--- src/rtl/fm_pkg.sv ---
// fm_pkg: shared defaults and enums for the C/Occ table server.
package fm_pkg;
  localparam int SYM_W  = 2;
  localparam int C_W    = 8;
  localparam int OCC_AW = 8;
  localparam int OCC_DW = 32;
  typedef enum logic [1:0] {IDLE, ISSUED, RESP} lane_state_e;
  typedef enum logic {REQ_C, REQ_OCC} req_kind_e;
endpackage

--- src/rtl/fm_table_server_if.sv ---
// fm_table_server_if: per-lane request/response bundle between lanes and the table server.
interface fm_table_server_if #(
  parameter int NUM_LANES = 4,
  parameter int OCC_AW    = 8,
  parameter int OCC_DW    = 32
);
  logic [NUM_LANES-1:0]        req_valid;
  logic [NUM_LANES-1:0]        req_ready;
  logic [NUM_LANES-1:0]        req_is_occ;
  logic [NUM_LANES*OCC_AW-1:0] req_addr;
  logic [NUM_LANES-1:0]        rsp_valid;
  logic [NUM_LANES-1:0]        rsp_ready;
  logic [NUM_LANES*OCC_DW-1:0] rsp_data;
  modport master (output req_valid, req_is_occ, req_addr, rsp_ready,
                  input  req_ready, rsp_valid, rsp_data);
  modport slave  (input  req_valid, req_is_occ, req_addr, rsp_ready,
                  output req_ready, rsp_valid, rsp_data);
endinterface

--- src/rtl/fm_rr_arbiter.sv ---
// fm_rr_arbiter: round-robin pick starting at ptr; reports the one-hot winner and the pointer past it.
module fm_rr_arbiter #(
  parameter int NUM_LANES = 4,
  parameter int PW = NUM_LANES > 1 ? $clog2(NUM_LANES) : 1
) (
  input  logic [PW-1:0]        ptr,
  input  logic [NUM_LANES-1:0] req,
  output logic [NUM_LANES-1:0] grant,
  output logic [PW-1:0]        nxt,
  output logic                 any
);
  logic [PW-1:0] idx;
  always_comb begin
    grant = '0;
    nxt   = ptr;
    any   = 1'b0;
    idx   = '0;
    for (int k = 0; k < NUM_LANES; k++) begin
      idx = PW'((int'(ptr) + k) % NUM_LANES);
      if (!any && req[idx]) begin
        any        = 1'b1;
        grant[idx] = 1'b1;
        nxt        = PW'((int'(idx) + 1) % NUM_LANES);
      end
    end
  end
endmodule

--- src/rtl/fm_table_server.sv ---
// fm_table_server: round-robin shared C/Occ ROM lookup server for NUM_LANES lanes.
// OCC_DUAL_PORT_EN adds a second Occ grant per cycle on the rom_Occ port 2.
module fm_table_server #(
  parameter int NUM_LANES = 4,
  parameter int SYM_W     = fm_pkg::SYM_W,
  parameter int C_W       = fm_pkg::C_W,
  parameter int OCC_AW    = fm_pkg::OCC_AW,
  parameter int OCC_DW    = fm_pkg::OCC_DW
) (
  input  logic              clk,
  input  logic              rst_n,
  fm_table_server_if.slave  lanes,
  output logic              ce_rom_C_o,
  output logic [SYM_W-1:0]  addr_rom_C_o,
  input  logic [C_W-1:0]    data_C_i,
  output logic              ce_rom_Occ_o,
  output logic [OCC_AW-1:0] addr1_rom_Occ_o,
  input  logic [OCC_DW-1:0] data_1_i,
  output logic [OCC_AW-1:0] addr2_rom_Occ_o,
  input  logic [OCC_DW-1:0] data_2_i
);
  import fm_pkg::*;
  localparam int PW = NUM_LANES > 1 ? $clog2(NUM_LANES) : 1;
  logic [NUM_LANES-1:0] req_c, req_o, g_c, g_o1, g_o2, idle;
  logic [PW-1:0]        ptr_c, ptr_o, nxt_c, nxt_o1, nxt_o2;
  logic                 any_c, any_o1, any_o2;
  logic [SYM_W-1:0]     a_c;
  logic [OCC_AW-1:0]    a_o1, a_o2;
  assign req_c = lanes.req_valid & ~lanes.req_is_occ & idle;
  assign req_o = lanes.req_valid & lanes.req_is_occ & idle;
  assign lanes.req_ready = (g_c | g_o1 | g_o2) & {NUM_LANES{rst_n}};
  fm_rr_arbiter #(.NUM_LANES(NUM_LANES)) u_arb_c (
    .ptr(ptr_c), .req(req_c), .grant(g_c), .nxt(nxt_c), .any(any_c));
  fm_rr_arbiter #(.NUM_LANES(NUM_LANES)) u_arb_o1 (
    .ptr(ptr_o), .req(req_o), .grant(g_o1), .nxt(nxt_o1), .any(any_o1));
`ifdef OCC_DUAL_PORT_EN
  // Same pointer with the first winner masked: yields the next requester after it in RR order.
  fm_rr_arbiter #(.NUM_LANES(NUM_LANES)) u_arb_o2 (
    .ptr(ptr_o), .req(req_o & ~g_o1), .grant(g_o2), .nxt(nxt_o2), .any(any_o2));
`else
  assign g_o2   = '0;
  assign nxt_o2 = ptr_o;
  assign any_o2 = 1'b0;
`endif
  always_comb begin
    a_c  = '0;
    a_o1 = '0;
    a_o2 = '0;
    for (int i = 0; i < NUM_LANES; i++) begin
      a_c  = g_c[i]  ? lanes.req_addr[i*OCC_AW +: SYM_W]  : a_c;
      a_o1 = g_o1[i] ? lanes.req_addr[i*OCC_AW +: OCC_AW] : a_o1;
      a_o2 = g_o2[i] ? lanes.req_addr[i*OCC_AW +: OCC_AW] : a_o2;
    end
  end
  always_ff @(posedge clk or negedge rst_n) begin
    if (!rst_n) begin
      ce_rom_C_o      <= 1'b0;
      addr_rom_C_o    <= '0;
      ce_rom_Occ_o    <= 1'b0;
      addr1_rom_Occ_o <= '0;
      addr2_rom_Occ_o <= '0;
      ptr_c           <= '0;
      ptr_o           <= '0;
    end else begin
      ce_rom_C_o   <= any_c;
      ce_rom_Occ_o <= any_o1;
      if (any_c) begin
        addr_rom_C_o <= a_c;
        ptr_c        <= nxt_c;
      end
      if (any_o1) begin
        addr1_rom_Occ_o <= a_o1;
        ptr_o           <= any_o2 ? nxt_o2 : nxt_o1;
      end
      if (any_o2) addr2_rom_Occ_o <= a_o2;
    end
  end
  for (genvar i = 0; i < NUM_LANES; i++) begin : g_lane
    lane_state_e       st, st_n;
    req_kind_e         kind;
    logic              p2;
    logic [OCC_DW-1:0] data_q;
    logic              gnt;
    assign gnt   = g_c[i] | g_o1[i] | g_o2[i];
    assign idle[i] = st == IDLE;
    assign lanes.rsp_valid[i] = st == RESP;
    assign lanes.rsp_data[i*OCC_DW +: OCC_DW] = data_q;
    always_comb begin
      st_n = st == IDLE   ? (gnt ? ISSUED : IDLE) :
             st == ISSUED ? RESP :
             (lanes.rsp_ready[i] ? IDLE : RESP);
    end
    always_ff @(posedge clk or negedge rst_n) begin
      if (!rst_n) begin
        st     <= IDLE;
        kind   <= REQ_C;
        p2     <= 1'b0;
        data_q <= '0;
      end else begin
        st <= st_n;
        if (st == IDLE) begin
          kind <= (g_o1[i] | g_o2[i]) ? REQ_OCC : REQ_C;
          p2   <= g_o2[i];
        end
        if (st == ISSUED)
          data_q <= kind == REQ_OCC ? (p2 ? data_2_i : data_1_i) : OCC_DW'(data_C_i);
      end
    end
  end
endmodule
--- src/flat_wrapper.sv ---
// flat-port wrapper written by rule: the top's interface ports become plain ports
module fm_table_server_flat import fm_pkg::*;
#(
  parameter int NUM_LANES = 4,
  parameter int SYM_W     = fm_pkg::SYM_W,
  parameter int C_W       = fm_pkg::C_W,
  parameter int OCC_AW    = fm_pkg::OCC_AW,
  parameter int OCC_DW    = fm_pkg::OCC_DW
)
  (clk, rst_n, ce_rom_C_o, addr_rom_C_o, data_C_i, ce_rom_Occ_o, addr1_rom_Occ_o, data_1_i, addr2_rom_Occ_o, data_2_i, lanes_req_valid, lanes_req_is_occ, lanes_req_addr, lanes_rsp_ready, lanes_req_ready, lanes_rsp_valid, lanes_rsp_data);
  fm_table_server_if #(.NUM_LANES(NUM_LANES), .OCC_AW(OCC_AW), .OCC_DW(OCC_DW)) lanes_i ();
  input  logic clk;
  input  logic rst_n;
  output logic ce_rom_C_o;
  output logic [SYM_W-1:0] addr_rom_C_o;
  input  logic [C_W-1:0] data_C_i;
  output logic ce_rom_Occ_o;
  output logic [OCC_AW-1:0] addr1_rom_Occ_o;
  input  logic [OCC_DW-1:0] data_1_i;
  output logic [OCC_AW-1:0] addr2_rom_Occ_o;
  input  logic [OCC_DW-1:0] data_2_i;
  input wire logic [$bits(lanes_i.req_valid)-1:0] lanes_req_valid;
  input wire logic [$bits(lanes_i.req_is_occ)-1:0] lanes_req_is_occ;
  input wire logic [$bits(lanes_i.req_addr)-1:0] lanes_req_addr;
  input wire logic [$bits(lanes_i.rsp_ready)-1:0] lanes_rsp_ready;
  output wire logic [$bits(lanes_i.req_ready)-1:0] lanes_req_ready;
  output wire logic [$bits(lanes_i.rsp_valid)-1:0] lanes_rsp_valid;
  output wire logic [$bits(lanes_i.rsp_data)-1:0] lanes_rsp_data;
  assign lanes_i.req_valid = lanes_req_valid;
  assign lanes_i.req_is_occ = lanes_req_is_occ;
  assign lanes_i.req_addr = lanes_req_addr;
  assign lanes_i.rsp_ready = lanes_rsp_ready;
  assign lanes_req_ready = lanes_i.req_ready;
  assign lanes_rsp_valid = lanes_i.rsp_valid;
  assign lanes_rsp_data = lanes_i.rsp_data;
  fm_table_server #(.NUM_LANES(NUM_LANES), .SYM_W(SYM_W), .C_W(C_W), .OCC_AW(OCC_AW), .OCC_DW(OCC_DW)) u_core (.clk(clk), .rst_n(rst_n), .lanes(lanes_i), .ce_rom_C_o(ce_rom_C_o), .addr_rom_C_o(addr_rom_C_o), .data_C_i(data_C_i), .ce_rom_Occ_o(ce_rom_Occ_o), .addr1_rom_Occ_o(addr1_rom_Occ_o), .data_1_i(data_1_i), .addr2_rom_Occ_o(addr2_rom_Occ_o), .data_2_i(data_2_i));
endmodule
--- config.mk ---
export PLATFORM = sky130hd
export DESIGN_NAME = fm_table_server_flat
export DESIGN_NICKNAME = d
export VERILOG_FILES = /design/src/rtl/fm_pkg.sv /design/src/rtl/fm_table_server_if.sv /design/src/rtl/fm_rr_arbiter.sv /design/src/rtl/fm_table_server.sv /design/src/flat_wrapper.sv
export SDC_FILE = /design/constraint.sdc
export NUM_CORES = 1
export LEC_CHECK = 0
export ABC_AREA = 0
export ABC_CLOCK_PERIOD_IN_PS = 7900
export BUFFER_PORTS_ARGS = -buffer_cell sky130_fd_sc_hd__buf_2
export CORE_ASPECT_RATIO = 0.5
export CORE_MARGIN = 2
export CORE_UTILIZATION = 33
export CTS_CLUSTER_DIAMETER = 80
export DETAILED_ROUTE_END_ITERATION = 12
export PLACE_DENSITY = 0.59
export SETUP_SLACK_MARGIN = 0.2
export SLEW_MARGIN = 20
export SYNTH_ARGS = -nofsm -noshare
export SYNTH_HDL_FRONTEND = slang
export SYNTH_HIERARCHICAL = 1
export SYNTH_SLANG_ARGS = --single-unit
--- constraint.sdc ---
create_clock -name clk -period 7.9 [get_ports clk]
set_input_delay 1.58 -clock clk [delete_from_list [all_inputs] [get_ports clk]]
set_output_delay 1.58 -clock clk [all_outputs]
set_load 0.01 [all_outputs]
# Word level (Yosys, flattened, before mapping)
# Index checks and enable logic that the tools add are counted.
word_totals:
  elab_cells: 187
  register_bits: 156
  out_inout_bits: 156
  input_bits: 118
op_classes:
  muxes: 88
  n_eq_ne: 8
  reduce_logical: 28
  bitwise_logic: 17
  addsub: 12
  magnitude_cmp: 16
ops:
  columns: ["cell", "count"]
  rows:
  - ["two-way mux 32 bit", 4]
  - ["two-way mux 2 bit", 24]
  - ["two-way mux 1 bit", 32]
  - ["two-way mux 4 bit", 8]
  - ["two-way mux 8 bit", 4]
  - ["bitwise OR 4 bit", 7]
  - ["< comparator 2 x 3 -> 1 bit (second input constant)", 8]
  - ["AND 4 bit", 5]
  - ["adder 2 x 1 -> 2 bit (second input constant)", 8]
  - ["binary-select mux 1 bit (select 2 bit)", 8]
  - ["demux 1 bit (select 2 bit)", 8]
  - ["greater-or-equal comparator 2 x 1 -> 1 bit (second input constant)", 8]
  - ["logical AND 1 bit", 14]
  - ["adder 2 bit (second input constant)", 4]
  - ["== test 2 x 1 -> 1 bit (second input constant)", 4]
  - ["== test 2 bit (second input constant)", 4]
  - ["logical NOT 2 bit", 4]
  - ["nonzero test 4 bit", 2]
  - ["logical NOT 1 bit", 6]
  - ["NOT 4 bit", 1]
  - ["bitwise OR 1 bit", 4]
  - ["AND reduction 2 bit", 2]

# Longest topological paths before layout
logic_depth:
  ltp_word: 19
  depth_mapped: 12
  ltp_nobuf: 11

# Modules after synthesis
# Netlist, hierarchy kept.
by_module_without_submodules:
  columns: ["mod", "area_per_inst_um2", "n_inst", "seq_area_each_um2", "cells_per_inst"]
  rows:
  - ["fm_table_server", 6859.1, 1, 3903.7, 708]
  - ["fm_rr_arbiter", 449.2, 2, 0.0, 48]

# Worst setup path after synthesis
# OpenSTA, ideal clock, no wires.
synth_path:
  kind: "input to output"
  startpoint: "in lanes_req_valid[2]"
  endpoint: "out lanes_req_ready[2]"
  required_time_ps: 6320
  path_slack_ps: 2846
  arrival_ps: 3474
  cell_stages: 9
  path_buffers: 2
  path_cell_list: "and3_1 > mux4_2 > or2_4 > nor2b_4 > a22oi_1 > o21ai_0 > buf_2 > buf_6 > o21a_1"
synth_via:
  elab_chain_cells: 16
  elab_cells_between_ends: 54
  classes_between: "30 x mux; 12 x bitwise; 12 x reduce/logical"
synth_rtl:
  columns: ["element", "line_no", "rtl"]
  rows:
  - ["from (decl)", "flat_wrapper.sv:22", "input wire logic [$bits(lanes_i.req_valid)-1:0] lanes_req_valid;"]
  - ["AND 4 bit (*) (2 in a row)", "fm_table_server.sv:30", "assign req_o = lanes.req_valid & lanes.req_is_occ & idle;"]
  - ["binary-select mux 1 bit (select 2 bit)", "fm_rr_arbiter.sv:20", "if (!any && req[idx]) begin"]
  - ["two-way mux 1 bit (implied by the code)", "fm_rr_arbiter.sv:20", null]
  - ["two-way mux 1 bit", "fm_rr_arbiter.sv:20", null]
  - ["logical NOT 1 bit", "fm_rr_arbiter.sv:20", null]
  - ["logical AND 1 bit", "fm_rr_arbiter.sv:20", null]
  - ["two-way mux 1 bit", "fm_rr_arbiter.sv:20", null]
  - ["logical NOT 1 bit", "fm_rr_arbiter.sv:20", null]
  - ["logical AND 1 bit", "fm_rr_arbiter.sv:20", null]
  - ["two-way mux 1 bit", "fm_rr_arbiter.sv:20", null]
  - ["logical NOT 1 bit", "fm_rr_arbiter.sv:20", null]
  - ["logical AND 1 bit", "fm_rr_arbiter.sv:20", null]
  - ["two-way mux 4 bit (*)", "fm_rr_arbiter.sv:20", null]
  - ["net u_core.g_o1[2]", "fm_table_server.sv:24", "logic [NUM_LANES-1:0] req_c, req_o, g_c, g_o1, g_o2, idle;"]
  - ["bitwise OR 4 bit (*)", "fm_table_server.sv:31", "assign lanes.req_ready = (g_c | g_o1 | g_o2) & {NUM_LANES{rst_n}};"]
  - ["AND 4 bit (*)", "fm_table_server.sv:31", null]
  - ["to (decl)", "flat_wrapper.sv:26", "output wire logic [$bits(lanes_i.req_ready)-1:0] lanes_req_ready;"]
# Mark *: on every way through the listed nets, which the timed path passes. The rest lies on a longest branch. The select of a mux whose other input is x is not followed.

# Worst setup path after layout
layout_path:
  startpoint: "in lanes_req_valid[3]"
  endpoint: "out lanes_req_ready[2]"
layout_via:
  elab_chain_cells: 16
  elab_cells_between_ends: 54
  classes_between: "30 x mux; 12 x bitwise; 12 x reduce/logical"
layout_rtl:
  columns: ["element", "line_no"]
  rows:
  - ["AND 4 bit (*) (2 in a row)", "fm_table_server.sv:30"]
  - ["net u_core.req_o[3]", "fm_table_server.sv:24"]
  - ["binary-select mux 1 bit (select 2 bit)", "fm_rr_arbiter.sv:20"]
  - ["two-way mux 1 bit (implied by the code)", "fm_rr_arbiter.sv:20"]
  - ["two-way mux 1 bit", "fm_rr_arbiter.sv:20"]
  - ["logical NOT 1 bit", "fm_rr_arbiter.sv:20"]
  - ["logical AND 1 bit", "fm_rr_arbiter.sv:20"]
  - ["two-way mux 1 bit", "fm_rr_arbiter.sv:20"]
  - ["logical NOT 1 bit", "fm_rr_arbiter.sv:20"]
  - ["logical AND 1 bit", "fm_rr_arbiter.sv:20"]
  - ["two-way mux 1 bit", "fm_rr_arbiter.sv:20"]
  - ["logical NOT 1 bit", "fm_rr_arbiter.sv:20"]
  - ["logical AND 1 bit", "fm_rr_arbiter.sv:20"]
  - ["two-way mux 4 bit (*)", "fm_rr_arbiter.sv:20"]
  - ["net u_core.g_o1[2]", "fm_table_server.sv:24"]
  - ["bitwise OR 4 bit (*)", "fm_table_server.sv:31"]
  - ["AND 4 bit (*)", "fm_table_server.sv:31"]
# Marks and branches as above.

==> reports/results.env <==
POST_SYNTHESIS_SEQUENTIAL_AREA_RATIO=0.503
TIMING.SETUP.CRITICAL_PATH_CLASS='in2out'
MAXSLEWVIOLCOUNT=0
CLKTRANSATPATHREGS_PS=60
TIMING.CRITICAL_PATH.SLOWEST_STAGE_CELL='mux4_2'
COREAREA_UM2=22900
POST-DP-HPWL_UM=15600
SEQUENTIALPOWERSHARE=0.347
END_KIND='primary output'
DRT-TOTAL-WL_UM=22400
WL_PER_CELL_UM=16.8
MAX_STAGE_DELAY_PS=620
RSZ0062_AT_GRT='false'
CTS_BUFFERS=17
DIE_AREA_UM2=24800
HOLDCRITPATHCLASS='reg2reg'
GRT-OVFL-TOTAL=0
WORSTSETUPSTARTPOINTTYPE='input port'
FLOORPLAN.INITIALDENSITY=0.338
SKEW_PS=10.4
ROW_COUNT=39
YS.WARNINGS.COUNT=6
WORST-SLEW-PIN-TRANSITION_PS=820
GR-USAGE-ALL-LAYERS=0.185
POSTSYNTHAREAPERCELL_UM2=9.65
TIMING.SETUP.TNS_PS=0
PINT_mW=2.39
TRITONCTS_CLOCK_TREE='done'
GLOBALPLACE.CONGESTION=0.821
HOLDBUFCOUNTCTS=0
NUMBER_OF_GLOBAL_ROUTE_VIAS_BEFORE_REPAIR=6574
CTS_SINKS=156
CRITICAL_PATH.MAX_FANOUT=20
PLACEMENT.IO_BUFFERS=233
DETAIL_ROUTE.FIRST_PASS.ITERATIONS=5
CRIT_PATH_CELL_TRACE='buf_2 > and3_1 > mux4_2 > or2_4 > nor2b_4 > a22oi_1 > o21ai_1 > buf_4 > o21a_1 > buf_2'
HTREE_LEVELS=4
CELLPOWERDENSITY_nW_PER_UM2=423
DRT_DRC_VIOLATIONS_LEFT=0
POSTSYNTH.ASYNCRESETSHARE=1.00
FINISH_STAGE_SETUP_VIOLS=0
FF2FF_SETUP_SLACK_PS=4500
CRITICAL_PATH_REQUIRED_PS=6320
ANT_NETS=0
SLEW_MARGIN_REL=0.454
STATUS='finished clean'
CLOCKBUFFERDEPTH=2
FINAL_CELL_AREA_UM2=9540
SYNTH-EDFF-COUNT=0
MAXIMUM_NUMBER_OF_PINS_ON_ONE_NET_BEFORE_GLOBAL_ROUTE_REPAIR=85
SYNTH_CELL_TYPES=38
ANTENNA_VIOLATIONS_BEFORE_REPAIR=4
IO_PINS=274
FINAL_CYCLE_SHARE=0.671
SYN2LAYOUT_AREA_GROWTH_PCT=23.0
POSTSYNTHCELLCOUNT=804
MAPPEDNETLISTAREA_UM2=7760
DPL-INSTANCE-AREA_UM2=8960
CHIPWIDTH_UM=221
POSTSYNTHREGISTERBITS=156
TIMING.CRITICAL_PATH.ARRIVAL_PS=3720
DIE_H_UM=112
CLOCK.FMAX_MHz=189
DETAILROUTE.VIA_COUNT=6457
POST_DRT_VIA_CELL_RATIO=4.84
CLK_ROOT_BUFFER_CELL='clkbuf_16'
POWER_SWITCHING_mW=1.64
CLKPWRFRAC=0.198
PLEAK_nW=4.51
N_FILL_CELL=2314
SYNTH_FLOP_CELL='dfrtp_1'
NNETSFINAL=1142
PWR-SHARE-COMB=0.455
MAXCAPVIOLCOUNT=0
HOLD_VIOL=0
FIN_CRIT_PS=5300
DETAIL_ROUTE.ITER0.VIOLATIONS=414
GRT_PASS1_WL_UM=36100
TIMING.CRITICAL_PATH.MODE_CELL='buf_2'
LAYOUT-DRIVE-GT1-SHARE=0.299
FINAL_COMMON_CELL='nand2_1'
COUNT_OF_BUFFERS_ADDED_BY_POST_CTS_TIMING_REPAIR_FOR_SETUP=0
NET_SWITCHING_SHARE_OF_THE_TOTAL_POWER=0.407
POST_CTS_RESIZED=0
IR_WORST_VDD_V=0.000164
FINAL_CELL_MIX='248 x nand2_1, 232 x buf_2, 156 x dfrtp_1'
CLK-INSERTION-DELAY-LATE_PS=420
[per-stage QoR]
step                hold slack, ps   util  setup slack (ps)  total power [mW]  instances
floorplan                      447      -              2850              2.60        811
global placement               456  0.391              2660              3.21       1300
detailed placement             465  0.391              2620              3.26       1300
CTS                            479  0.415              2620              4.07       1331
global route                   494  0.416              2500              4.34       1335
finish                         472  0.416              2600              4.03       1335
[path summary, 6_finish.rpt]
path	to	cells after the start	from
setup / recovery	lanes_req_ready[2]	10	lanes_req_valid[3]
hold / removal	u_core/g_lane[2].data_q[14]	2	u_core/g_lane[2].data_q[14]
setup reg to reg	u_core/addr1_rom_Occ_o[6]	7	u_core/nxt_o2[0]
hold reg to reg	u_core/g_lane[2].data_q[14]	2	u_core/g_lane[2].data_q[14]
max in group asynchronous	u_core/g_lane[2].data_q[15]	2	rst_n
min in group asynchronous	u_core/ce_rom_Occ_o	1	rst_n
[registers in the layout, indices dropped and copies added, names as in the netlist]
| signal | flops |
|---|---|
| u_core/addr1_rom_Occ_o | 8 |
| u_core/addr_rom_C_o | 2 |
| u_core/ce_rom_C_o | 1 |
| u_core/ce_rom_Occ_o | 1 |
| u_core/g_lane.data_q | 128 |
| u_core/g_lane.kind | 4 |
| u_core/g_lane.st | 8 |
| u_core/nxt_o2 | 2 |
| u_core/ptr_c | 2 |
[Yosys cell counts (all sizes together), types with 6 or more instances]
| master | instances | share of area |
|---|---|---|
| a41oi | 10 | 0.011 |
| ha | 12 | 0.019 |
| nand3b | 20 | 0.019 |
| nor2b | 11 | 0.013 |
| mux2i | 36 | 0.046 |
| o21ai | 146 | 0.094 |
| buf | 62 | 0.063 |
| a21oi | 6 | 0.0039 |
| dfrtp | 156 | 0.50 |
| nand2 | 248 | 0.12 |
| mux4 | 8 | 0.024 |
| mux2 | 12 | 0.017 |
| a22oi | 18 | 0.017 |
| o21a | 8 | 0.0077 |
| nor2 | 12 | 0.0058 |
[worst max-delay path, delay by kind of cell]
kind | cells | cell delay [ps]
AO/OA/AOI/OAI | 3 | 310
multiplexers | 1 | 620
buffers and inverters | 3 | 490
AND/OR/NAND/NOR | 3 | 690
[metal layers]
layer,part of all wire,global-route usage,vias to the layer above
met1,0.44,0.237,3143
met3,0.037,0.0364,33
met5,0,0,-
li1,-,-,3142
met4,0.025,0.0747,0
met2,0.50,0.309,139
[power by group through the flow]
stage          clock network, mW  logic (mW)  registers [mW]
2_1_floorplan                  0        1.08            1.51
3_3_place_gp                   0        1.81            1.40
3_5_place_dp                   0        1.84            1.41
4_1_cts                    0.824        1.85            1.40
5_1_grt                    0.859        2.03            1.45
6_report                   0.797        1.84            1.40
[cell type report]
class                           count  area [um2]  area share
Sequential cell                   156        3900       0.409
Multi-Input combinational cell    586        3380       0.354
Timing Repair Buffer              247        1280       0.134
Clock buffer                       21         450      0.0472
Tap cell                          307         384      0.0403
Clock inverter                     10         118      0.0123
Inverter                            4        15.0     0.00157
Antenna cell                        4        10.0     0.00105
[logic make-up after synthesis]
logic type	synth area share
AO/OA/AOI/OAI	0.142
adder cells (fa/ha/maj)	0.0194
flip-flops	0.503
XOR/XNOR	0.00226
AND/OR/NAND/NOR	0.179
other	0.000483
multiplexers	0.0881
buffers and inverters	0.0663
(Power assumes the default switching activity.)
